<file path="config.mk">
export PLATFORM = sky130hd
export DESIGN_NAME = seq_div
export DESIGN_NICKNAME = d
export VERILOG_FILES = /design/src/rtl/seq_div_pkg.sv /design/src/rtl/div_step.sv /design/src/rtl/seq_div.sv
export SDC_FILE = /design/constraint.sdc
export NUM_CORES = 1
export LEC_CHECK = 0
export ABC_AREA = 1
export ABC_CLOCK_PERIOD_IN_PS = 4800
export CAP_MARGIN = 20
export CORE_MARGIN = 2
export CORE_UTILIZATION = 58
export DETAILED_ROUTE_END_ITERATION = 10
export PLACE_DENSITY = 0.83
export SLEW_MARGIN = 20
export SYNTH_ARGS = -nofsm -noshare
export SYNTH_HDL_FRONTEND = slang
export SYNTH_HIERARCHICAL = 1
export SYNTH_SLANG_ARGS = --single-unit
</file>
<file path="constraint.sdc">
create_clock -name clk_i -period 4.8 [get_ports clk_i]
set_input_delay 0.96 -clock clk_i [delete_from_list [all_inputs] [get_ports clk_i]]
set_output_delay 0.96 -clock clk_i [all_outputs]
set_load 0.1 [all_outputs]
</file>
<file path="src/rtl/seq_div_pkg.sv">
// Shared types and constants for the sequential restoring divider.
package seq_div_pkg;

  localparam int unsigned DEFAULT_WIDTH = 8;

  typedef enum logic [1:0] {
    IDLE = 2'd0,
    CALC = 2'd1,
    DONE = 2'd2
  } state_e;

endpackage

</file>
<file path="src/rtl/div_step.sv">
// One restoring-division step: shift in the next dividend bit, trial subtract,
// keep the difference when it did not borrow.
module div_step #(
  parameter int unsigned WIDTH = 8
) (
  input  logic [WIDTH-1:0] rem_i,
  input  logic             bit_i,
  input  logic [WIDTH-1:0] divisor_i,
  output logic [WIDTH-1:0] rem_o,
  output logic             qbit_o
);

  // Partial remainder is WIDTH+1 bits so the borrow of the trial subtract lands in the sign bit.
  logic [WIDTH:0] shifted;
  logic [WIDTH:0] trial;

  // Shift, trial subtract, select (restore) the result.
  always_comb begin
    shifted = {rem_i, bit_i};
    trial   = shifted - {1'b0, divisor_i};
    qbit_o  = ~trial[WIDTH];
    rem_o   = trial[WIDTH] ? shifted[WIDTH-1:0] : trial[WIDTH-1:0];
  end

endmodule

</file>
<file path="src/rtl/seq_div.sv">
// Sequential unsigned restoring divider, one quotient bit per clock, MSB first.
module seq_div
  import seq_div_pkg::*;
#(
  parameter int unsigned WIDTH = DEFAULT_WIDTH
) (
  input  logic             clk_i,
  input  logic             rst_i,
  input  logic             start_i,
  input  logic [WIDTH-1:0] dividend_i,
  input  logic [WIDTH-1:0] divisor_i,
  output logic             busy_o,
  output logic             done_o,
  output logic [WIDTH-1:0] quotient_o,
  output logic [WIDTH-1:0] remainder_o,
  output logic             dbz_o
);

  localparam int unsigned CNT_W = $clog2(WIDTH);

  state_e           state_q;
  logic [WIDTH-1:0] rem_q;
  logic [WIDTH-1:0] dvd_q;   // dividend bits shift out MSB first, quotient bits shift in
  logic [WIDTH-1:0] dsr_q;
  logic [CNT_W-1:0] cnt_q;

  logic [WIDTH-1:0] rem_d;
  logic             qbit;
  logic [WIDTH-1:0] dvd_d;

  div_step #(.WIDTH(WIDTH)) u_step (
    .rem_i     (rem_q),
    .bit_i     (dvd_q[WIDTH-1]),
    .divisor_i (dsr_q),
    .rem_o     (rem_d),
    .qbit_o    (qbit)
  );

  assign dvd_d = {dvd_q[WIDTH-2:0], qbit};

  // Control FSM and datapath; results publish only on the transition into DONE.
  always_ff @(posedge clk_i) begin
    if (rst_i) begin
      state_q     <= IDLE;
      busy_o      <= 1'b0;
      done_o      <= 1'b0;
      dbz_o       <= 1'b0;
      quotient_o  <= '0;
      remainder_o <= '0;
      rem_q       <= '0;
      dvd_q       <= '0;
      dsr_q       <= '0;
      cnt_q       <= '0;
    end else begin
      done_o <= 1'b0;
      case (state_q)
        IDLE, DONE: begin
          if (start_i) begin
            dvd_q <= dividend_i;
            dsr_q <= divisor_i;
            rem_q <= '0;
            cnt_q <= '0;
            if (divisor_i == '0) begin
              // Division by zero completes immediately without iterating.
              state_q     <= DONE;
              busy_o      <= 1'b0;
              done_o      <= 1'b1;
              dbz_o       <= 1'b1;
              quotient_o  <= '1;
              remainder_o <= dividend_i;
            end else begin
              state_q <= CALC;
              busy_o  <= 1'b1;
            end
          end else begin
            state_q <= IDLE;
            busy_o  <= 1'b0;
          end
        end
        CALC: begin
          rem_q <= rem_d;
          dvd_q <= dvd_d;
          cnt_q <= cnt_q + CNT_W'(1);
          if (cnt_q == CNT_W'(WIDTH - 1)) begin
            state_q     <= DONE;
            busy_o      <= 1'b0;
            done_o      <= 1'b1;
            dbz_o       <= 1'b0;
            quotient_o  <= dvd_d;
            remainder_o <= rem_d;
          end
        end
        default: begin
          state_q <= IDLE;
          busy_o  <= 1'b0;
        end
      endcase
    end
  end

endmodule

</file>
Yosys cells after proc, flatten, opt, wreduce, memory -nomap -nowiden
Index checks and enable logic that the tools add are counted.
W data, S select, Z words.
- register bits after elaboration: 48
- output and inout bits: 19
- word-level logic and storage cells: 56
- $add $sub $neg: 2
- equal/unequal tests: 6
- multiplexer cells: 30
- bitwise logic cells: 1
- reductions and logical operators: 7
- operators by type and width (operator ; number):
    $mux W8 ; 9
    $pmux W8 S2 ; 4
    $sub A9 B8 Y9 ; 1
    $logic_not A8 Y1 ; 1
    $mux W1 ; 8
    $mux W2 ; 3
    $ne A2 B2 Y1 const B ; 3
    $pmux W1 S2 ; 3
    $pmux W3 S2 ; 1
    $pmux W2 S2 ; 1
    $reduce_and A2 Y1 ; 2
    $reduce_and A4 Y1 ; 1
    $add A3 B1 Y3 const B ; 1
    $eq A3 B3 Y1 const B ; 1
    $mux W3 ; 1
    $eq A2 B1 Y1 const B ; 1
    $eq A2 B2 Y1 const B ; 1
    $logic_not A2 Y1 ; 1
    $reduce_bool A2 Y1 ; 1
    $reduce_or A2 Y1 ; 1
    $not A1 Y1 ; 1

Depth between registers and ports, before layout
Gate-level depths: netlist of run 1.
- depth after elaboration: 4
- mapped depth: 16
- depth with buffers taken out: 16

Cells and area by module
Netlist of run 1, hierarchy kept.
- by module, submodules not included (module ; instances ; cells each ; area each (um^2) ; sequential area each (um^2)):
    seq_div ; 1 ; 274 ; 2011.9 ; 960.9
    div_step ; 1 ; 105 ; 588.1 ; 0.0

Worst setup path after synthesis of run 1
No wires, ideal clock.
- path type: register -> register
- start: reg dvd_q[7]
- end: reg remainder_o[7]
- arrival: 1.792 ns
- setup slack: 2.893 ns
- stages on the path, launching flop included: 17
- buffers on the path: 0
- period minus slack after synthesis: 1.907 ns
- cell sequence: dfxtp_1 -> inv_1 -> ha_1 -> inv_1 -> fa_1 -> nand2_1 -> nand2_1 -> nand3_2 -> nand2_2 -> nand2_4 -> nand2_8 -> nand2_1 -> nand2_1 -> nand2_1 -> nand2_1 -> a21oi_1 -> nor2_1
- longest elaborated chain between the ends: 4
- RTL lines (what ; line ; RTL):
    start: declaration ; seq_div.sv:23 ; logic [WIDTH-1:0] dvd_q;
    start signal: assignment ; seq_div.sv:59 ; dvd_q <= dividend_i;
    start signal: assignment ; seq_div.sv:82 ; dvd_q <= dvd_d;
    $sub A9 B8 Y9 ; div_step.sv:20 ; trial = shifted - {1'b0, divisor_i};
    $mux W8 ; div_step.sv:22 ; rem_o = trial[WIDTH] ? shifted[WIDTH-1:0] : trial[WIDTH-1:0];
    net rem_d[7] ; seq_div.sv:27 ; logic [WIDTH-1:0] rem_d;
    $mux W8 ; seq_div.sv:84 ; if (cnt_q == CNT_W'(WIDTH - 1)) begin
    $pmux W8 S2 ; seq_div.sv:56 ; case (state_q)
    end signal: assignment ; seq_div.sv:70 ; remainder_o <= dividend_i;
    end signal: assignment ; seq_div.sv:90 ; remainder_o <= rem_d;
    end: declaration ; seq_div.sv:15 ; output logic [WIDTH-1:0] remainder_o,
The timed path passes the listed nets, and every way through them passes these cells. The select of a mux whose other input is x is not followed.
A chain may end at the register's enable or synchronous reset.

Worst setup path after layout of run 1
- start: reg remainder_o[1]
- end: out remainder_o[1]
No word-level cell between the ends.

==> flow_summary.json, run 1 <==
{
  "drc_errors": 0,
  "leakage_nw": 1.51,
  "postCtsResizedCells": 0,
  "numPortBuffers": 37,
  "fmax_ghz": 0.360,
  "drt_first_pass_iters": 4,
  "gr-total-overflow": 0,
  "synth-simple-area-share_pct": 37.0,
  "synth.avg_cell_area_sq_um": 6.86,
  "dpl-instance-area_sq_um": 2950,
  "hold_violations": 0,
  "synth_mux_area_share_pct": 0,
  "holdBufCountCts": 0,
  "maxSlewHeadroom_pct": 34.8,
  "routabilityCongestion": 0.820,
  "power.density_nw_per_um2": 319,
  "synth_top_flop_cell": "dfxtp_1",
  "die_x_um": 71.0,
  "synth-edff-count": 0,
  "clock_path_buffers": 2,
  "die_h_um": 71.0,
  "ios": 38,
  "cp_slowest_cell": "clkdlybuf4s50_1",
  "status": "finished clean",
  "worstMarginPinSlew_ns": 0.975,
  "ctsRootBufferMaster": "clkbuf_8",
  "via_per_inst": 5.09,
  "required_ns": 3.84,
  "ir_worst_vdd_mv": 0.215,
  "ys_seq_elements": 48,
  "fin_setup_tns_ns": 0,
  "crit_family": "buffers and inverters",
  "synthCells": 379,
  "yosys_warnings": 6,
  "syn_nets": 409,
  "fin_crit_ns": 2.78,
  "setup_viol": 0,
  "path_class": "reg2out",
  "final_cell_mix": "nand2_1, nor2_1, dfxtp_1",
  "postLayoutCellArea_sq_um": 3070,
  "fp.coreArea_sq_um": 4320,
  "grt_max_degree": 36,
  "synth_xor_area_share_pct": 1.01,
  "area_growth_pct": 18.2,
  "drv_slew": 0,
  "fill_cells": 358,
  "synth_fa_ha_area_share_pct": 5.58,
  "path_clk_slew_ns": 0.10,
  "worstPathCellList": "clkdlybuf4s50_1",
  "cts_tree": "done",
  "critPathArrivalTime_ns": 1.82,
  "numClockSinks": 48,
  "worstSkewPairLatency_ns": 0.30,
  "synth_seq_area_share_pct": 37.0,
  "crit_fanout": 2,
  "cp.buffers_inverters": 1,
  "row_count": 24,
  "postRouteWirelength_um": 5630,
  "post_cts_buffers": 0,
  "rsz0062_at_grt": "false",
  "grt_pass1_vias": 2158,
  "layout.nets": 441,
  "drv_cap": 0,
  "crit_path_end_kind": "primary output",
  "antenna_left": 0,
  "grt_pass1_wl_um": 9680,
  "num_antenna_cells": 0,
  "die_area_sq_um": 5030,
  "grt_usage_pct": 23.7,
  "initial_core_util_pct": 60.1,
  "wire_per_inst_um": 12.1,
  "dp_hpwl_um": 4140,
  "synth_area_sq_um": 2600,
  "num_vias": 2363,
  "synth_async_sr_flop_share_pct": 0,
  "synth_compound_area_share_pct": 9.29,
  "finalCritPeriodShare_pct": 57.9,
  "critPathMaxStageDelay_ns": 1.14,
  "synth_top_family_by_area": "simple AND/OR/NAND/NOR gates",
  "htreeDepth": 2,
  "antenna_found_initial": 0,
  "hold_path_class": "reg2reg",
  "final_common_cell": "nand2_1",
  "fin_skew_ns": 0.0104,
  "start_kind": "flip-flop",
  "drtIter0Drc": 98,
  "whs_ns": 0.473,
  "layout-drive-gt1-share_pct": 7.28,
  "cts_buffers": 5,
  "synth_cell_types": 29
}
-- final cells by class --
class | count | area [sq um] | share of cell area, %
well taps | 52 | 65.1 | 2.12
inverters | 45 | 174 | 5.66
clock buffers | 6 | 82.6 | 2.69
repair buffers | 38 | 378 | 12.3
multi-input cells | 273 | 1370 | 44.7
clock inverters | 2 | 38.8 | 1.26
flip-flops and latches | 48 | 961 | 31.3
-- report_power, final --
part | leakage, nW | internal (W) | switching (W)
Combinational | 1.05 | 0.0000896 | 0.000151
Sequential | 0.391 | 0.000417 | 0.0000141
Clock | 0.0614 | 0.000170 | 0.000138
Total | 1.51 | 0.000677 | 0.000303
-- final timing paths --
kind	startpoint	slack [ns]	end	depth (start not counted)
worst max-delay path	remainder_o[1]	2.02	remainder_o[1]	1
worst min-delay path	busy_o	0.47	busy_o	2
worst max register to register	dvd_q[7]	2.62	remainder_o[2]	16
worst min register to register	busy_o	0.47	busy_o	2
-- cell families after synthesis --
family | Yosys count
compound gates | 44
xor+xnor | 3
fa+ha+maj | 11
buf+inv | 58
flops | 48
simple gates | 215
-- cell usage after synthesis, drive strengths merged (2+ instances only) --
cell type / number / area share [%]
ha: 10 / 4.8
xnor2: 2 / 0.67
or2: 2 / 0.58
o21ai: 10 / 1.9
buf: 10 / 3.1
a31oi: 8 / 1.9
nand2: 130 / 21
nand3: 23 / 5.3
inv: 45 / 6.7
clkbuf: 3 / 0.43
dfxtp: 48 / 37
nand3b: 9 / 2.6
a21oi: 26 / 5.4
nor2: 51 / 7.8
-- per-layer routing --
metal | global-route usage [%] | vias up | share of wire [%]
met2 | 39.4 | 38 | 47
met3 | 4.27 | 8 | 3.4
met1 | 31.8 | 1070 | 48
met5 | 0 | - | 0
li1 | - | 1247 | -
met4 | 6.71 | 0 | 1.4
-- registers in the layout, indices dropped and copies added, names as in the netlist, 2 cells and up --
signal,cells
quotient_o,8
state_q,2
dvd_q,8
remainder_o,8
rem_q,8
cnt_q,3
dsr_q,8
-- tightest hold or removal path, delay by kind of cell (launching register included) --
| family | cells | cell delay, ns |
|---|---|---|
| AND/OR/NAND/NOR | 1 | 0.06 |
| flip-flops | 1 | 0.32 |
| AO/OA/AOI/OAI | 1 | 0.05 |
-- through the flow --
stage          total power [W]  cells  util (%)  worst slack (ns)
2_1_floorplan         0.000626    379         -              2.89
3_3_place_gp          0.000674    456      68.3              2.38
3_5_place_dp          0.000679    456      68.3              2.35
4_1_cts               0.000983    464      71.1              2.01
5_1_grt                0.00103    464      71.1              1.98
6_report              0.000980    464      71.1              2.02
No activity file was read; power rests on OpenSTA's default activity.
==> run 2, diff against run 1 <==
--- a/config.mk
+++ b/config.mk
@@ -6,12 +6,12 @@
 export NUM_CORES = 1
 export LEC_CHECK = 0
 export ABC_AREA = 1
-export ABC_CLOCK_PERIOD_IN_PS = 4800
+export ABC_CLOCK_PERIOD_IN_PS = 2400
 export CAP_MARGIN = 20
 export CORE_MARGIN = 2
-export CORE_UTILIZATION = 58
+export CORE_UTILIZATION = 49
 export DETAILED_ROUTE_END_ITERATION = 10
-export PLACE_DENSITY = 0.83
+export PLACE_DENSITY = 0.75
 export SLEW_MARGIN = 20
 export SYNTH_ARGS = -nofsm -noshare
 export SYNTH_HDL_FRONTEND = slang
==> constraint.sdc (replaced) <==
create_clock -name clk_i -period 2.4 [get_ports clk_i]
set_input_delay 0.48 -clock clk_i [delete_from_list [all_inputs] [get_ports clk_i]]
set_output_delay 0.48 -clock clk_i [all_outputs]
set_load 0.1 [all_outputs]
==> flow_summary.json, run 2 (synthesis gave the netlist of run 1 again) <==
{
  "status": "finished clean",
  "rsz0062_at_grt": "false",
  "dp_cells": 477,
  "wire_per_inst_um": 11.7,
  "drv_cap": 0,
  "drtIter0Drc": 115,
  "antenna_found_initial": 0,
  "dp_hpwl_um": 4180,
  "startpoint": "dvd_q[7]",
  "worstSkewPairLatency_ns": 0.30,
  "reg2reg_from": "dvd_q[7]",
  "ir_worst_vdd_mv": 0.336,
  "hold_violations": 0,
  "r2r-end": "remainder_o[7]",
  "fin_skew_ns": 0.00998,
  "worstRegToRegCells": 16,
  "clock_path_buffers": 2,
  "cp-endpoint": "remainder_o[7]",
  "grt_usage_pct": 20.3,
  "leakage_nw": 1.55,
  "cts_tree": "done",
  "die_x_um": 76.8,
  "path_class": "reg2reg",
  "layout-drive-gt1-share_pct": 12.3,
  "htreeDepth": 2,
  "power.density_nw_per_um2": 632,
  "area_growth_pct": 17.6,
  "reg2reg_slack_ns": 0.27,
  "drc_errors": 0,
  "utilization_pct": 59.8,
  "required_ns": 2.60,
  "routabilityCongestion": 0.872,
  "postCtsResizedCells": 0,
  "drt_first_pass_iters": 4,
  "postRouteWirelength_um": 5690,
  "die_area_sq_um": 5910,
  "dpl-instance-area_sq_um": 2950,
  "num_antenna_cells": 0,
  "fin_crit_ns": 2.13,
  "worstMarginPinSlew_ns": 0.472,
  "fmax_ghz": 0.470,
  "holdBufCountCts": 0,
  "ios": 38,
  "fill_cells": 506,
  "critPathArrivalTime_ns": 2.33,
  "hold_path_class": "reg2reg",
  "gr-total-overflow": 0,
  "maxSlewHeadroom_pct": 68.5,
  "cts_buffers": 5,
  "antenna_left": 0,
  "post_cts_buffers": 0,
  "postLayoutCellArea_sq_um": 3060,
  "via_per_inst": 4.96,
  "numClockSinks": 48,
  "grt_pass1_wl_um": 9860,
  "numPortBuffers": 37,
  "grt_pass1_vias": 2258,
  "crit_path_end_kind": "flip-flop",
  "finalCritPeriodShare_pct": 88.7,
  "grt_max_degree": 32,
  "die_h_um": 76.8,
  "layout.nets": 444,
  "start_kind": "flip-flop",
  "fin_setup_tns_ns": 0,
  "ctsRootBufferMaster": "clkbuf_8",
  "fp.coreArea_sq_um": 5110,
  "path_clk_slew_ns": 0.09,
  "drv_slew": 0,
  "final_cells": 485,
  "row_count": 26,
  "num_vias": 2404,
  "setup_viol": 0,
  "crit_fanout": 10,
  "initial_core_util_pct": 50.9,
  "final_common_cell": "nand2_1",
  "final_cell_mix": "nand2_1, nor2_1, dfxtp_1"
}
==> run 2: cell count changes in the layout (fill, tap and decap cells not counted) <==
| cell | before | now |
|---|---|---|
| buf_4 | 1 | 23 |
| clkbuf_1 | 0 | 1 |
| clkbuf_8 | 6 | 5 |
| clkdlybuf4s50_1 | 37 | 18 |
| clkinv_2 | 0 | 1 |
| clkinv_4 | 1 | 0 |
==> run 2: how the worst min path moves through the flow <==
stage              from  slack, ns  cells past startpoint  endpoint
4_1_cts        cnt_q[0]       0.47                      1  cnt_q[0]
3_5_place_dp     busy_o       0.46                      2    busy_o
5_1_grt        cnt_q[2]       0.48                      2  cnt_q[2]
6_report         busy_o       0.46                      2    busy_o
3_3_place_gp   cnt_q[0]       0.45                      1  cnt_q[0]
2_1_floorplan  cnt_q[0]       0.43                      1  cnt_q[0]
==> run 2: cell type report <==
| class | instances | area (sq um) | area share (%) |
|---|---|---|---|
| clock buffers | 6 | 72.6 | 2.37 |
| clock inverters | 2 | 35.0 | 1.15 |
| inverters | 45 | 174 | 5.69 |
| multi-input cells | 273 | 1370 | 44.9 |
| flip-flops and latches | 48 | 961 | 31.4 |
| well taps | 70 | 87.6 | 2.87 |
| repair buffers | 41 | 353 | 11.5 |
==> run 2: report_power, final <==
part,switching (W),internal [W],total [W],leakage (nW)
registers,0.0000267,0.000833,0.000860,0.391
clock network,0.000264,0.000309,0.000574,0.0552
logic,0.000316,0.000182,0.000498,1.11
==> run 2: layer usage <==
metal,GRT usage (%),part of all wire [%],up-vias
met3,4.00,4.3,12
met5,0,0,-
met2,36.9,48,53
met4,7.09,1.9,0
li1,-,-,1252
met1,23.5,46,1087
==> run 2: critical path: stages (launching register included) <==
cell and delay [ns]:
dfxtp_1 0.33, inv_1 0.06, ha_1 0.13, inv_1 0.05, fa_1 0.41, nand2_1 0.08
nand2_1 0.09, nand3_2 0.12, nand2_2 0.08, nand2_4 0.15, nand2_8 0.09, nand2_1 0.08
nand2_1 0.05, nand2_1 0.09, nand2_1 0.06, a21oi_1 0.11, nor2_1 0.06
==> run 2: per-stage QoR <==
stage | hold WS, ns | worst slack, ns | power, W
after detailed placement | 0.457 | 0.303 | 0.00137
after global placement | 0.451 | 0.367 | 0.00135
final | 0.464 | 0.271 | 0.00193
after CTS | 0.466 | 0.277 | 0.00194
after floorplan | 0.428 | 0.493 | 0.00125
after global routing | 0.481 | 0.0528 | 0.00204
==> run 3, diff against run 2 <==
--- a/config.mk
+++ b/config.mk
@@ -8,8 +8,10 @@
 export ABC_AREA = 1
 export ABC_CLOCK_PERIOD_IN_PS = 2400
 export CAP_MARGIN = 20
+export CELL_PAD_IN_SITES_DETAIL_PLACEMENT = 1
+export CELL_PAD_IN_SITES_GLOBAL_PLACEMENT = 1
 export CORE_MARGIN = 2
-export CORE_UTILIZATION = 49
+export CORE_UTILIZATION = 35
 export DETAILED_ROUTE_END_ITERATION = 10
 export PLACE_DENSITY = 0.75
 export SLEW_MARGIN = 20
==> flow_summary.json, run 3 (synthesis gave the netlist of run 1 again) <==
{
  "fin_setup_tns_ns": 0,
  "clock_path_buffers": 2,
  "num_antenna_cells": 0,
  "routabilityCongestion": 0.818,
  "grt_usage_pct": 18.2,
  "worstSkewPairLatency_ns": 0.30,
  "drc_errors": 0,
  "power_frac_clock_pct": 31.4,
  "fin_crit_ns": 2.18,
  "setup_viol": 0,
  "combPwrFrac_pct": 25.4,
  "final_common_cell": "nand2_1",
  "drtIter0Drc": 102,
  "row_count": 31,
  "via_per_inst": 4.74,
  "finalCritPeriodShare_pct": 90.9,
  "postLayoutCellArea_sq_um": 3110,
  "rsz0062_at_grt": "false",
  "dp_hpwl_um": 5230,
  "p_sw_share_pct": 32.0,
  "fmax_ghz": 0.458,
  "ios": 38,
  "initial_core_util_pct": 36.0,
  "crit_fanout": 10,
  "die_x_um": 90.2,
  "drv_slew": 0,
  "die_h_um": 90.2,
  "crit_path_end_kind": "flip-flop",
  "holdBufCountCts": 0,
  "final_cell_mix": "nand2_1, nor2_1, dfxtp_1",
  "required_ns": 2.60,
  "fin_skew_ns": 0.0109,
  "num_vias": 2443,
  "finalPower_w": 0.00199,
  "hold_path_class": "reg2reg",
  "maxSlewHeadroom_pct": 65.2,
  "cts_tree": "done",
  "ir_worst_vdd_mv": 0.286,
  "postRouteWirelength_um": 6910,
  "antenna_left": 0,
  "dpl-instance-area_sq_um": 2990,
  "leakage_nw": 1.56,
  "htreeDepth": 2,
  "start_kind": "flip-flop",
  "area_growth_pct": 19.8,
  "path_clk_slew_ns": 0.09,
  "power.density_nw_per_um2": 641,
  "layout.nets": 445,
  "drt_first_pass_iters": 4,
  "fill_cells": 967,
  "gr-total-overflow": 0,
  "worstMarginPinSlew_ns": 0.521,
  "ctsRootBufferMaster": "clkbuf_8",
  "hold_violations": 0,
  "antenna_found_initial": 0,
  "wire_per_inst_um": 13.4,
  "grt_max_degree": 32,
  "die_area_sq_um": 8130,
  "grt_pass1_wl_um": 12100,
  "cts_buffers": 5,
  "fp.coreArea_sq_um": 7210,
  "postCtsResizedCells": 0,
  "drv_cap": 0,
  "status": "finished clean",
  "numPortBuffers": 37,
  "netSwitchingPower_w": 0.000638,
  "numClockSinks": 48,
  "internal_power_w": 0.00136,
  "post_cts_buffers": 0,
  "path_class": "reg2reg",
  "critPathArrivalTime_ns": 2.38,
  "grt_pass1_vias": 2547,
  "layout-drive-gt1-share_pct": 12.7,
  "seq_power_share_pct": 43.2
}
==> run 3: layout make-up <==
class | instances | area, sq um | area share, %
clock buffer | 6 | 82.6 | 2.65
clock inverter | 2 | 38.8 | 1.25
inverter | 45 | 174 | 5.58
multi-input combinational | 273 | 1370 | 44.1
sequential | 48 | 961 | 30.9
tap | 99 | 124 | 3.98
timing repair buffer | 42 | 360 | 11.6
==> run 3: per-layer routing <==
| layer | vias up | global-route usage [%] | wire [um] |
|---|---|---|---|
| li1 | 1256 | - | - |
| met4 | 0 | 4.36 | 75 |
| met5 | - | 0 | 0 |
| met2 | 22 | 33.9 | 3550 |
| met1 | 1159 | 21.8 | 3140 |
| met3 | 6 | 2.85 | 143 |
==> run 3: stage by stage <==
step                util, %  worst slack (ns)  hold WS (ns)  std cells
floorplan                 -             0.493         0.428        379
global placement       41.5             0.353         0.452        507
detailed placement     41.5             0.213         0.461        507
CTS                    43.2             0.206         0.480        515
global route           43.2            0.0342         0.506        515
finish                 43.2             0.219         0.473        515
==> run 3: final timing paths <==
check	cells past startpoint	slack, ns	to	start
setup reg to reg	16	0.22	remainder_o[4]	dvd_q[7]
hold reg to reg	2	0.47	busy_o	busy_o
setup / recovery	16	0.22	remainder_o[4]	dvd_q[7]
hold / removal	2	0.47	busy_o	busy_o
==> run 3: power groups by stage <==
stage                     clock [W]  combinational, W  sequential, W
final                      0.000627          0.000507       0.000861
after global routing       0.000682          0.000575       0.000868
after CTS                  0.000653          0.000510       0.000862
after detailed placement          0          0.000505       0.000881
after global placement            0          0.000489       0.000879
after floorplan                   0          0.000369       0.000884
==> run 3: worst max-delay path: stages (launching register included) <==
cell     delay, ns
dfxtp_1       0.33
inv_1         0.06
ha_1          0.13
inv_1         0.06
fa_1          0.40
nand2_1       0.08
nand2_1       0.10
nand3_2       0.13
nand2_2       0.09
nand2_4       0.14
nand2_8       0.09
nand2_1       0.07
nand2_1       0.04
nand2_1       0.10
nand2_1       0.06
a21oi_1       0.14
nor2_1        0.06
